**src/rtl/bus_register_core.sv**
```systemverilog
// bus_register_core: register file, special registers and priority-encoded shared bus for a simple CPU datapath.
module bus_register_core #(
  parameter int DW = 32
) (
  input  logic          clk,
  input  logic          clr,
  input  logic [15:0]   Rin,
  input  logic [15:0]   Rout,
  input  logic          PCin,
  input  logic          IRin,
  input  logic          Yin,
  input  logic          Zin,
  input  logic          HIin,
  input  logic          LOin,
  input  logic          MDRin,
  input  logic          PCout,
  input  logic          HIout,
  input  logic          LOout,
  input  logic          Zhighout,
  input  logic          Zlowout,
  input  logic          MDRout,
  input  logic          InPortout,
  input  logic          Cout,
  input  logic          Read,
  input  logic [DW-1:0] MDatain,
  input  logic [DW-1:0] InPort_data,
  input  logic [DW-1:0] C_sign_extended,
  input  logic [DW-1:0] alu_hi,
  input  logic [DW-1:0] alu_lo,
  output logic [DW-1:0] BusMuxOut,
  output logic [DW-1:0] Y_q,
  output logic [DW-1:0] IR_q,
  output logic [4:0]    bus_sel
);
  logic [DW-1:0] gpr_q [16];
  logic [DW-1:0] pc_q, hi_q, lo_q, zhi_q, zlo_q, mdr_q, mdr_d;
  logic [31:0]   enc_in;
  assign enc_in = {8'b0, Cout, InPortout, MDRout, PCout, Zlowout, Zhighout, LOout, HIout, Rout};
  // Ascending scan leaves the highest asserted request; 31 when none.
  always_comb begin
    bus_sel = 5'd31;
    for (int i = 0; i < 32; i++) if (enc_in[i]) bus_sel = 5'(i);
  end
  always_comb begin
    case (bus_sel)
      5'd16:   BusMuxOut = hi_q;
      5'd17:   BusMuxOut = lo_q;
      5'd18:   BusMuxOut = zhi_q;
      5'd19:   BusMuxOut = zlo_q;
      5'd20:   BusMuxOut = pc_q;
      5'd21:   BusMuxOut = mdr_q;
      5'd22:   BusMuxOut = InPort_data;
      5'd23:   BusMuxOut = C_sign_extended;
      default: BusMuxOut = bus_sel[4] ? '0 : gpr_q[bus_sel[3:0]];
    endcase
  end
  assign mdr_d = Read ? MDatain : BusMuxOut;
  always_ff @(posedge clk or negedge clr) begin
    if (!clr) begin
      for (int i = 0; i < 16; i++) gpr_q[i] <= '0;
      pc_q  <= '0;
      IR_q  <= '0;
      Y_q   <= '0;
      hi_q  <= '0;
      lo_q  <= '0;
      zhi_q <= '0;
      zlo_q <= '0;
      mdr_q <= '0;
    end else begin
      for (int i = 0; i < 16; i++) if (Rin[i]) gpr_q[i] <= BusMuxOut;
      if (PCin)  pc_q  <= BusMuxOut;
      if (IRin)  IR_q  <= BusMuxOut;
      if (Yin)   Y_q   <= BusMuxOut;
      if (HIin)  hi_q  <= BusMuxOut;
      if (LOin)  lo_q  <= BusMuxOut;
      if (Zin)   zhi_q <= alu_hi;
      if (Zin)   zlo_q <= alu_lo;
      if (MDRin) mdr_q <= mdr_d;
    end
  end
endmodule

```
**config.mk**
```make
export PLATFORM = sky130hd
export DESIGN_NAME = bus_register_core
export DESIGN_NICKNAME = d
export VERILOG_FILES = /design/src/rtl/bus_register_core.sv
export SDC_FILE = /design/constraint.sdc
export NUM_CORES = 2
export LEC_CHECK = 0
export BUFFER_PORTS_ARGS = -buffer_cell sky130_fd_sc_hd__buf_2
export CORE_ASPECT_RATIO = 0.7
export CORE_MARGIN = 2
export CORE_UTILIZATION = 25
export CTS_BUF_LIST = sky130_fd_sc_hd__clkbuf_4 sky130_fd_sc_hd__clkbuf_8
export CTS_CLUSTER_SIZE = 12
export DETAILED_ROUTE_END_ITERATION = 6
export PLACE_DENSITY = 0.51
export SYNTH_ARGS = -nofsm -noshare
export SYNTH_HDL_FRONTEND = slang
export SYNTH_SLANG_ARGS = --single-unit
```
**constraint.sdc**
```tcl
create_clock -name clk -period 3.3 [get_ports clk]
set_clock_uncertainty 0.2 [all_clocks]
set_input_delay 0.33 -clock clk [delete_from_list [all_inputs] [get_ports clk]]
set_output_delay 0.33 -clock clk [all_outputs]
set_load 0.005 [all_outputs]
```
[Word-level counts from Yosys, hierarchy flattened]
Cells that the tools add are included.
Word-level totals
  bits in registers: 768
  bits in latches: 0
  bits in writable memories: 0
  bits in read-only memories: 0
  word-level logic and storage cells: 64
  memories: 0
Cells by class
  add/subtract/negate cells: 0
  multiply operators: 0
  divide/modulo/power cells: 0
  $lt $le $gt $ge: 1
  eq/ne operators: 8
  shift-type cells: 0
  mux-type cells: 30
  bitwise operators: 1
  reductions and logical operators: 0
Operators by type and width (count)
  $pmux W32 S8: 1
  $bmux W32 S4: 1
  $mux W32: 4
  $mux W5: 24
  $eq A5 B5 Y1 const B: 8
  $ge A5 B5 Y1 const B: 1
  $not A4 Y5: 1

[Logic depth before layout (Yosys ltp)]
  depth after elaboration: 31
  gate-level depth with buffers: 15
  depth with buffers taken out: 10

[Least setup slack after synthesis]
OpenSTA, ideal clock, no wires.
  path kind: input-to-output
  start point: input port Rout[8]
  end point: output port BusMuxOut[12]
  data arrival time: 2.523 ns
  data required time: 2.770 ns
  setup slack: 0.247 ns
  stages: 10
  path buffers: 2
  cells stage by stage: or2_1 o311a_4 o21ai_2 buf_6 mux2_2 o221ai_1 o221ai_1 a21boi_2 buf_4 inv_1
On the way
  longest elaborated chain between the ends: 22
  elaborated cells between the ends (all ways): 30
Ends and longest elaborated chain
  start: declaration: line 8  | input logic [15:0] Rout,
  $mux W5 (*) (16 in series): line 42  | for (int i = 0; i < 32; i++) if (enc_in[i]) bus_sel = 5'(i);
  $not A4 Y5 (implied by the code): line 54  | default: BusMuxOut = bus_sel[4] ? '0 : gpr_q[bus_sel[3:0]];
  $bmux W32 S4: line 54
  $mux W32 (implied by the code) (2 in series): line 54
  $mux W32: line 54
  $pmux W32 S8 (*): line 45  | case (bus_sel)
  end: declaration: line 30  | output logic [DW-1:0] BusMuxOut,
Mark *: on every way between the ends. The rest lies on a longest branch, timed or not. The select of a mux whose other input is x is not followed.

[Worst setup path after layout]
  start point: register pc_q[18]
  end point: output port BusMuxOut[18]
On the way
  longest elaborated chain between the ends: 1
Ends and longest elaborated chain
  start: declaration: line 36  | logic [DW-1:0] pc_q, hi_q, lo_q, zhi_q, zlo_q, mdr_q, mdr_d;
  start signal: assignment: line 71  | if (PCin) pc_q <= BusMuxOut;
  $pmux W32 S8: line 45
Every way passes these cells.

==> summary.txt <==
Global routing
  • Grt met2 use: 0.333
  • Met3 GRT Util: 0.0393
  • Met1 GRT Util: 0.303
  • Pin count of the biggest net entering global routing: between 90 and 100
  • Initial antenna violation count: 9
  • GR Overflow Total: 0
  • GR Util All Layers: 0.215
  • Vias in the first global route: 31.4k
  • GRT Max-Usage Layer: met2
  • First-pass GRT wire length: between 200,000 and 250,000 um

Worst setup path
  • Setup crit end kind: output port
  • Worst setup SP type: flop
  • CP Data Arrival Time: 3180 ps
  • CP Class: reg -> out
  • WP data required: roughly 2800 ps
  • Worst-path fanout max: 2
  • Flop-to-flop setup slack: around 110 ps

Min path
  • Worst min path class: in -> reg

Yosys
  • FFs w/ async S/R, synth: 1.00
  • Post-synth EDFFs: 0
  • Main synth FF type: dfrtp_1
  • Yosys top cell area share: 0.550
  • Flop and latch count out of synthesis: roughly 770
  • Post-synthesis sequential area ratio: 0.550
  • Syn nets: approximately 3.7k
  • Ys Warns: 0
  • Synth Instances: roughly 3.5k
  • Syn avg cell area: about 10 sq um
  • Post-synth top area cell: dfrtp_1
  • Post-synthesis cell type count: 80
  • Largest cells by area after synthesis: dfrtp_1 55%, a21oi_1 9.4%, nor2_1 7.9%
  • Netlist Area Pre-Place: ~0.035 sq mm

Layout
  • Layout cells sized above 1: 0.343
  • # fillers: between 10k and 15k
  • Final Cell Area: 0.0504 sq mm
  • Multi-input gate area: 0.0158 sq mm
  • Nets@finish: 4,620
  • Synth-to-layout area growth: 44.3%
  • FF/Latch Area: approximately 0.019 sq mm

Power and ir drop
  • Power Dens Cells: approximately 500 mW/mm^2
  • Max IR drop VDD: around 0.00032 V
  • Leakage: 20.9 nW
  • Final Power: ~25 mW

Place
  • # port buffers: slightly above 300
  • GPL Wtd Cong: 0.880
  • Post-DP Area: around 0.041 sq mm
  • Dpl hpwl: 105,000 um

Status
  • Failing checks: negative setup slack
  • Status: finished with violations

Timing
  • Final period util: 1.12
  • Minimum clock period: between 3000 and 4000 ps
  • Max Slew Vio Count: 0
  • Hold Vio Cnt, Final: 0
  • Worst Max-Slew Pin Slew: ~1300 ps
  • Fin worst setup slack: -409 ps
  • Finish-stage setup viols: 32
  • Hold slack: 35.0 ps
  • Max transition margin: 0.161
  • RSZ-0062 raised after global routing: yes
  • Maximum clock frequency: about 270 MHz

Floorplanning
  • Initial Utilization: 0.253
  • Die ar.: ~0.14 sq mm
  • Die H: 317 um
  • Die Width: between 400 and 500 um
  • Top Ports: 311
  • Num rows: roughly 110
  • Core area: between 0.1 and 0.15 sq mm

Clock tree
  • Clock sinks: roughly 770
  • CTS tree: yes
  • Latest clock arrival within the worst-skew pair: around 900 ps
  • Bufs on Longest Clock Path: 3
  • Num CTS Buffers: 121
  • CTS clk-pin slew, worst paths: roughly 70 ps
  • CTS H-tree lvls: 3
  • Root Buffer: clkbuf_8

Route
  • DRT Wirelength: between 150,000 and 200,000 um
  • Routed len/inst: approximately 25 um
  • Drt pass-1 iters: 7
  • Via count: roughly 33k
  • Detailed-route DRC error count: 0
  • Post-DR vias/cell: approximately 5
  • DRT iter0 DRCs: 3,637
  • DRT antenna net count: 0

Job
  • Max-cap violations: 0
-- path summary, 6_finish.rpt --
kind,start,end,cells after the start
max,pc_q[18]$_DFFE_PN0P_,BusMuxOut[18],6
max in group asynchronous,clr,lo_q[28]$_DFFE_PN0P_,5
min in group asynchronous,clr,lo_q[11]$_DFFE_PN0P_,4
min,InPort_data[3],mdr_q[3]$_DFFE_PN0P_,6
min reg2reg,gpr_q[342]$_DFFE_PN0P_,gpr_q[342]$_DFFE_PN0P_,2
max reg2reg,pc_q[31]$_DFFE_PN0P_,mdr_q[31]$_DFFE_PN0P_,7
-- worst max-delay path, stage by stage, from the launching register on --
cell and delay (ps):
dfrtp_1 420, a222oi_1 1030, nand2_1 110, a221o_1 360, a31oi_2 190, inv_1 80, buf_2 130
-- cells in the mapped netlist (18+ instances only) --
cell type	number
a31oi_1	28
o22ai_1	40
o21ai_1	30
inv_1	29
nor2b_1	20
mux2i_1	24
nor3_1	48
mux2_2	76
a21oi_2	43
a222oi_1	32
a21oi_1	657
clkbuf_1	185
nand2_1	77
a221o_1	53
a22o_1	23
nand2b_1	18
nand3b_1	33
o31ai_1	30
buf_6	38
o21ai_0	71
dfrtp_1	768
or3_1	21
o221ai_1	63
a32oi_1	23
nor2_1	740
buf_2	55
buf_4	39
buf_1	23
-- cells by family (layout without fill, tap and decap cells) --
group,count (synthesis),count (layout),synth area share
compound gates,1212,1212,0.230
simple gates,1037,1037,0.131
flops,768,768,0.550
buf+inv,382,1377,0.0556
mux,107,107,0.0338
other cells,0,4,0
-- power by group --
part           switching (mW)  leakage [nW]  total, mW  internal [mW]
Sequential              0.802          8.79       11.4           10.6
Combinational            2.84          10.8       5.12           2.28
Clock                    4.15          1.36       8.89           4.74
Total                    7.79          20.9       25.4           17.6
-- cell type report --
| cell class | instances | area share |
|---|---|---|
| repair buffers | 1121 | 0.205 |
| inverters | 42 | 0.00372 |
| diodes | 4 | 0.000199 |
| clock buffers | 196 | 0.0478 |
| clock inverters | 18 | 0.00328 |
| flip-flops and latches | 768 | 0.381 |
| well taps | 1856 | 0.0461 |
| multi-input cells | 2356 | 0.313 |
-- sequential cells by signal, indices dropped and copies added, names as in the netlist --
name   flops
IR_q      32
Y_q       32
gpr_q    512
hi_q      32
lo_q      32
mdr_q     32
pc_q      32
zhi_q     32
zlo_q     32
-- what timing repair did --
item,4_1_cts,5_1_grt
setup buffers,119,41
setup endpoints to repair,32,32
pin swaps,153,125
gates cloned,11,7
hold buffers,251,0
gates resized for setup,412,125
endpoints found under the hold margin,1355,0
-- cell usage in the layout (no fill, tap or decap), drive strengths merged, types with 5 or more instances in the layout --
master	instances
nand3	18
inv	43
o221ai	67
nand3b	33
clkbuf	203
o21ai	103
mux2i	24
mux2	83
nor2	746
nand4	10
a21oi	701
a221o	53
o221a	13
a22o	23
o31a	11
o31ai	30
nor4	16
o32ai	8
a31oi	44
dlygate4sd3	250
a21boi	19
a221oi	20
o211ai	5
nor2b	20
nor3	58
clkinv	9
or3	21
a222oi	32
buf	864
a32oi	23
clkinvlp	6
o22ai	40
dfrtp	768
nand2b	19
nand2	80
-- through the flow --
step | utilization | instances | setup TNS (ps) | worst slack (ps)
global route | 0.364 | 6361 | -8570 | -427
detailed placement | 0.297 | 5747 | -326470 | -696
global placement | 0.297 | 5747 | -305390 | -691
finish | 0.364 | 6361 | -6220 | -409
CTS | 0.357 | 6320 | -6610 | -473
floorplan | - | 3506 | 0 | 247
-- metal layers --
metal / share of wire / vias to the layer above
met2: 0.44 / 1517
li1: - / 14380
met5: 0.00032 / -
met4: 0.037 / 8
met1: 0.44 / 16374
met3: 0.081 / 267
Note: power is estimated with default switching activity, not from simulation.
